## config.mk

```make
export PLATFORM = sky130hd
export DESIGN_NAME = csc_unpack
export DESIGN_NICKNAME = d
export VERILOG_FILES = /design/src/rtl/csc_unpack_pkg.sv /design/src/rtl/csc_lane.sv /design/src/rtl/csc_unpack.sv
export SDC_FILE = /design/constraint.sdc
export NUM_CORES = 1
export LEC_CHECK = 0
export ABC_AREA = 1
export CORE_MARGIN = 8
export CORE_UTILIZATION = 32
export CTS_BUF_LIST = sky130_fd_sc_hd__clkbuf_4 sky130_fd_sc_hd__clkbuf_8
export DETAILED_ROUTE_END_ITERATION = 10
export SLEW_MARGIN = 20
export SYNTH_ARGS = -nofsm -noshare
export SYNTH_HDL_FRONTEND = slang
export SYNTH_SLANG_ARGS = --single-unit
```

## constraint.sdc

```tcl
create_clock -name clk -period 1.45 [get_ports clk]
set_input_delay 0.29 -clock clk [delete_from_list [all_inputs] [get_ports clk]]
set_output_delay 0.29 -clock clk [all_outputs]
set_load 0.01 [all_outputs]
```

## src/rtl/csc_unpack_pkg.sv

```systemverilog
// Shared flag indices, phase encoding and lane flag struct for the CSC unpack slice.
package csc_pkg;
   localparam int MFW        = 4;
   localparam int SFW        = 2;
   localparam int MF_VALID   = 0;
   localparam int MF_USER_LO = 1;
   localparam int MF_USER_HI = 2;
   localparam int MF_LAST    = 3;
   localparam int SF_STALL   = 0;
   localparam int SF_AFULL   = 1;
   localparam int NUM_LANES  = 3;

   typedef enum logic [1:0] {PH0 = 2'd0, PH1 = 2'd1, PH2 = 2'd2} phase_t;

   // Bit layout matches the mflags port: {last, user[1:0], valid}.
   typedef struct packed {
      logic       last;
      logic [1:0] user;
      logic       valid;
   } mflags_t;
endpackage

```

## src/rtl/csc_lane.sv

```systemverilog
// One output component lane: a single data+flags register with load and drain.
module csc_lane
   import csc_pkg::*;
#(
   parameter int W = 32
) (
   input  logic         clk,
   input  logic         rst,
   input  logic         load,
   input  logic [W-1:0] ld_d,
   input  mflags_t      ld_mf,
   input  logic         stall,
   output logic [W-1:0] d,
   output mflags_t      mf,
   output logic         free
);
   // Load wins over drain so a lane emptying this cycle can be refilled with no bubble.
   always_ff @(posedge clk) begin
      if (rst) begin
         d  <= '0;
         mf <= '0;
      end else if (load) begin
         d  <= ld_d;
         mf <= ld_mf;
      end else if (mf.valid && !stall) begin
         mf.valid <= 1'b0;
      end
   end

   assign free = !mf.valid || !stall;
endmodule

```

## src/rtl/csc_unpack.sv

```systemverilog
// Splits an interleaved c0/c1/c2 stream into three lanes, one triplet at a time.
// Optional malformed-line counter enabled by CSC_UNPACK_ERRCNT_EN.
module csc_unpack
   import csc_pkg::*;
#(
   parameter int W = 32
) (
   input  logic           clk,
   input  logic           rst,
   input  logic [W-1:0]   s_d,
   input  logic [MFW-1:0] s_mflags,
   output logic [SFW-1:0] s_sflags,
   output logic [W-1:0]   x0,
   output logic [W-1:0]   x1,
   output logic [W-1:0]   x2,
   output logic [MFW-1:0] x0_mflags,
   output logic [MFW-1:0] x1_mflags,
   output logic [MFW-1:0] x2_mflags,
   input  logic [SFW-1:0] x0_sflags,
   input  logic [SFW-1:0] x1_sflags,
   input  logic [SFW-1:0] x2_sflags,
   output logic [15:0]    err_cnt
);
   phase_t phase, phase_nx;
   logic [W-1:0] c0, c1;
   logic in_xfer, stall_up, load, err_evt, lanes_free;

   logic    [NUM_LANES-1:0][W-1:0] lane_d, lane_q;
   mflags_t [NUM_LANES-1:0]        lane_mf;
   logic    [NUM_LANES-1:0]        lane_stall, lane_free, lane_vld;
   mflags_t                        ld_mf;

   always_ff @(posedge clk) begin
      if (rst) phase <= PH0;
      else     phase <= phase_nx;
   end

   always_comb begin
      phase_nx = phase;
      if (err_evt) phase_nx = PH0;
      else if (in_xfer) begin
         case (phase)
            PH0:     phase_nx = PH1;
            PH1:     phase_nx = PH2;
            default: phase_nx = PH0;
         endcase
      end
   end

   // Stall only exists on the phase-2 beat, and depends combinationally on lane stalls.
   always_comb begin
      stall_up = (phase == PH2) && !lanes_free;
      in_xfer  = s_mflags[MF_VALID] && !stall_up;
      load     = in_xfer && (phase == PH2);
      err_evt  = in_xfer && s_mflags[MF_LAST] && (phase != PH2);
   end

   always_ff @(posedge clk) begin
      if (rst) begin
         c0 <= '0;
         c1 <= '0;
      end else if (in_xfer) begin
         if (phase == PH0) c0 <= s_d;
         if (phase == PH1) c1 <= s_d;
      end
   end

   assign ld_mf      = '{last: s_mflags[MF_LAST], user: s_mflags[MF_USER_HI:MF_USER_LO], valid: 1'b1};
   assign lane_d     = {s_d, c1, c0};
   assign lane_stall = {x2_sflags[SF_STALL], x1_sflags[SF_STALL], x0_sflags[SF_STALL]};
   assign lanes_free = &lane_free;

   for (genvar i = 0; i < NUM_LANES; i++) begin : g_lane
      csc_lane #(.W(W)) u_lane (
         .clk   (clk),
         .rst   (rst),
         .load  (load),
         .ld_d  (lane_d[i]),
         .ld_mf (ld_mf),
         .stall (lane_stall[i]),
         .d     (lane_q[i]),
         .mf    (lane_mf[i]),
         .free  (lane_free[i])
      );
      assign lane_vld[i] = lane_mf[i].valid;
   end

   assign x0        = lane_q[0];
   assign x1        = lane_q[1];
   assign x2        = lane_q[2];
   assign x0_mflags = lane_mf[0];
   assign x1_mflags = lane_mf[1];
   assign x2_mflags = lane_mf[2];

   assign s_sflags[SF_STALL] = stall_up;
   assign s_sflags[SF_AFULL] = |lane_vld;

`ifdef CSC_UNPACK_ERRCNT_EN
   logic [15:0] err_q;
   always_ff @(posedge clk) begin
      if (rst)                               err_q <= '0;
      else if (err_evt && err_q != 16'hFFFF) err_q <= err_q + 16'd1;
   end
   assign err_cnt = err_q;
`else
   assign err_cnt = '0;
`endif
endmodule

```

# After elaboration in Yosys (flattened, before gate mapping)
# Cells that the tools add are included.
# op_classes
add_sub_neg	0
mul	0
div	0
order_cmp	0
n_eq_ne	3
shift	0
muxes	7
n_bitwise	0
n_reduce_logical	28
# ops
op	count
$logic_and A1 B1 Y1	8
$logic_not A1 Y1	8
$mux W1	6
$reduce_bool A2 Y1	3
$pmux W2 S2	1
$reduce_and A2 Y1	2
$logic_or A1 B1 Y1	3
$reduce_and A3 Y1	1
$reduce_or A3 Y1	1
$eq A2 B1 Y1 const B	1
$eq A2 B2 Y1 const B	1
$logic_not A2 Y1	1
$ne A2 B2 Y1 const B	1
$reduce_or A2 Y1	1
# totals
ff_bits	168
latch_bits	0
ram_bits	0
rom_bits	0
inputBits	44
output_inout_bits	126
wordCells	49
memories	0

# Longest topological paths before layout
# depth
word_depth	10
depth_mapped	9
mapped_depth_nobuf	7

# Hierarchy
# A second synthesis with hierarchy kept.
# unflattened
cells_unflattened	793
hier_area_um2	6522.5
# modules_own_cells
module	instances	cells_each	area_per_inst_um2	seq_area_each_um2
csc_lane	3	159	1323.8	720.7
csc_unpack	1	316	2551.2	1321.3

# Worst setup path before layout
# OpenSTA, ideal clock, no wires.
# synth_timing
path_type	register to register
from	register g_lane[1].u_lane.mf[0] (netlist bit)
to	register g_lane[2].u_lane.d[24]
setup_time_ps	113
arrival_ps	1104
t_required_ps	1337
path_slack_ps	233
stages_incl_launch_ff	9
n_path_buf	2
synth_period_minus_slack_ps	1217
cell_sequence	dfxtp_1 nand2_1 nand2_1 nor2_1 nand3_2 buf_2 buf_2 nor2_1 nor2_1
# synth_between
elab_chain_cells	8
# synth_lines
element	line	source
start, declared	csc_lane.sv:14	output mflags_t mf,
start signal, assigned	csc_lane.sv:24	mf <= ld_mf;
$logic_not A1 Y1	csc_lane.sv:30	assign free = !mf.valid || !stall;
$logic_or A1 B1 Y1	csc_lane.sv:30	
$reduce_and A3 Y1	csc_unpack.sv:71	assign lanes_free = &lane_free;
$logic_not A1 Y1	csc_unpack.sv:52	stall_up = (phase == PH2) && !lanes_free;
$logic_and A1 B1 Y1	csc_unpack.sv:52	
$logic_not A1 Y1	csc_unpack.sv:53	in_xfer = s_mflags[MF_VALID] && !stall_up;
$logic_and A1 B1 Y1	csc_unpack.sv:53	
$logic_and A1 B1 Y1	csc_unpack.sv:54	load = in_xfer && (phase == PH2);
end signal, assigned	csc_lane.sv:23	d <= ld_d;
end, declared	csc_lane.sv:13	output logic [W-1:0] d,
# Every way passes these cells.
# A chain may end at the register's enable or synchronous reset.

# Worst setup path in the final report
# layout_timing
from	register g_lane[2].u_lane.mf[0] (netlist bit)
to	output port s_sflags[1]
# layout_between
elab_chain_cells	1
# layout_lines
element	line	source
start, declared	csc_lane.sv:14	
start signal, assigned	csc_lane.sv:24	
$reduce_or A3 Y1	csc_unpack.sv:96	assign s_sflags[SF_AFULL] = |lane_vld;
end, declared	csc_unpack.sv:12	output logic [SFW-1:0] s_sflags,
# Every way passes these cells.

==> flow_metrics.tcl <==
set metrics [dict create \
    utilization_pct 43.62 \
    yosys_warnings 0 \
    setup_ws_ns -0.1179 \
    start_kind "flip-flop" \
    synth-seq-cells 168 \
    syn_area_per_cell_um2 6.983 \
    clk_pin_slew_ns 0.10 \
    clkLatencyLatePin_ns 0.45 \
    power.density_nw_per_um2 1009 \
    max_freq_mhz 637.8 \
    fin_crit_sh_pct 108.1 \
    port_buffers 150 \
    cap_violations 0 \
    vias_per_cell 4.043 \
    grt_pass1_wl_mm 27.29 \
    slew_violations 0 \
    p_comb_share_pct 9.1 \
    syn-cell-area_um2 6704 \
    die_h_um 160.7 \
    max-clock-path-buffers 2 \
    fin_skew_ns 0.01180 \
    power.share.clock_pct 37.6 \
    netSwitchingFraction_pct 26.43 \
    ant_nets 0 \
    start_util_pct 32.20 \
    gp_congestion 0.7483 \
    drc_errors 0 \
    p_int_mw 6.746 \
    diodes 0 \
    crit_path_max_incr_delay_ns 0.35 \
    stdcell_area_um2 9084 \
    boundaryPins 170 \
    end_kind "output port" \
    crit_chain "or3_1 -> buf_2" \
    seqPwrFrac_pct 53.3 \
    yosys-top-cells-area "dfxtp_1, nand2_1, nor2_1" \
    critPathKind "flip-flop to output port" \
    first_pass_iters 4 \
    grt_overflow 0 \
    core.rowCount 53 \
    cts_made_buffers 17 \
    ir_drop_uv 512.5 \
    setup_viol 12 \
    area_growth_syn_to_layout_pct 35.50 \
    htree_levels 4 \
    die_x_um 160.7 \
    drt_iter0_drc 262 \
    cp.arrival_ns 1.28 \
    critPathSlowestCell "or3_1" \
    grt_pass1_vias 5458 \
    synth_edf_count 0 \
    synth_top_area_share_pct 50.17 \
    die-area_um2 25840 \
    hold_buffers 0 \
    wl_per_cell_um 11.75 \
    violations "setup timing" \
    finalHoldViolCount 0 \
    async_flop_share_pct 0 \
    cp_max_fo 3 \
    cts_sinks 168 \
    post-place-ws_ns -0.3945 \
    hold_path_class "input pin to flip-flop" \
    root_buffer "clkbuf_8" \
    nets 1163 \
    dpl.hpwl_mm 11.19 \
    hold_slack_ns 0.4043 \
    ys_types 16 \
    cts_tree "yes" \
    core_area_um2 20820 \
    fin_crit_ns 1.568 \
    drive_gt1_share_pct 10.69 \
    routed_wl_mm 16.54 \
    antenna_found_initial 0 \
    crit_required_ns 1.16 \
    p_sw_mw 2.424 \
    yosys_most_used_dff "dfxtp_1" \
    outcome "finished, violations left" \
    grt.total_usage_pct 12.77 \
    cellLeakagePower_nw 4.796 \
    seq_area_frac_synth_pct 50.17 \
    syn_inst 960 \
    yosysTopAreaCell "dfxtp_1" \
    post_dp_cell_area_um2 8670 \
    rsz0062_at_grt "true" \
    grt_max_degree 51 \
    vias 5689 \
]
worst max-delay path: cells and delay by family (launching register included):
family	cells	cell delay, ns
and+or+nand+nor	1	0.35
DFF	1	0.33
buffers and inverters	1	0.15
cell usage after synthesis, types with 3 or more instances:
master / number
a21oi_1: 69
nor2_1: 199
nand3_1: 3
buf_6: 10
inv_1: 167
buf_4: 23
clkbuf_1: 25
nand2_1: 207
dfxtp_1: 168
o21ai_0: 65
buf_2: 19
sequential cells by signal, summed over array words and instances, names as in the netlist:
name / count
g_lane.u_lane.d: 96
c0: 32
c1: 32
g_lane.u_lane.mf: 6
phase: 2
logic make-up (layout without fill, tap and decap cells):
family                 after synthesis  in the layout  synth area share, %
buffers and inverters              245            402                16.48
AND/OR/NAND/NOR                    412            412                23.29
flip-flops                         168            168                50.17
AO/OA/AOI/OAI                      134            134                10.00
other                                1             16              0.05594
layout by cell type, fill, tap and decap left out, drive strengths merged, types with 25 or more instances in the layout:
| cell type | count |
|---|---|
| dfxtp | 168 |
| nand2 | 207 |
| buf | 52 |
| clkbuf | 25 |
| nor2 | 200 |
| o21ai | 65 |
| clkdlybuf4s50 | 40 |
| inv | 174 |
| dlygate4sd2 | 78 |
| a21oi | 69 |
stage by stage:
stage	total power, mW	setup TNS, ns	std cells
after floorplan	5.437	0	975
after global placement	5.844	-40.83	1367
after detailed placement	5.858	-42.42	1367
after CTS	9.328	-0.4293	1399
after global routing	9.647	-3.383	1407
final	9.170	-0.3345	1407
routing by layer:
metal  wire length (µm)  GRT usage (%)  vias to the layer above
met4                148          3.535                        0
met2               7814          21.71                       92
li1                   -              -                     3111
met1               7659          15.05                     2478
met5                  0              0                        -
met3                913          4.326                        8
power by group through the flow:
stage | Sequential (mW) | Combinational (mW) | Clock [mW]
finish | 4.89 | 0.832 | 3.45
CTS | 4.88 | 0.834 | 3.61
global placement | 4.99 | 0.857 | 0
global route | 4.91 | 0.942 | 3.79
floorplan | 5.00 | 0.438 | 0
detailed placement | 4.99 | 0.867 | 0
timing repair:
action,in CTS,in global routing
cloned,0,1
pin swaps,1,1
buffers inserted,0,7
resized for setup,119,60
setup endpoints to repair,110,131
worst paths after layout:
kind	start	to	slack [ns]	cells past startpoint
worst max register to register	g_lane[2].u_lane.mf[0]	g_lane[1].u_lane.d[7]	-0.05	9
worst max-delay path	g_lane[2].u_lane.mf[0]	s_sflags[1]	-0.12	2
worst min register to register	c1[20]	c1[20]	0.45	2
worst min-delay path	s_mflags[1]	g_lane[0].u_lane.mf[1]	0.40	3
cell type report:
cell class	instances	area (µm²)
clock buffers	17	234.0
clock inverters	15	165.2
fillers	2189	11740
repair buffers	202	1986
flip-flops and latches	168	3374
multi-input cells	562	2347
well taps	275	344.1
inverters	168	633.1
(Power assumes the default switching activity.)
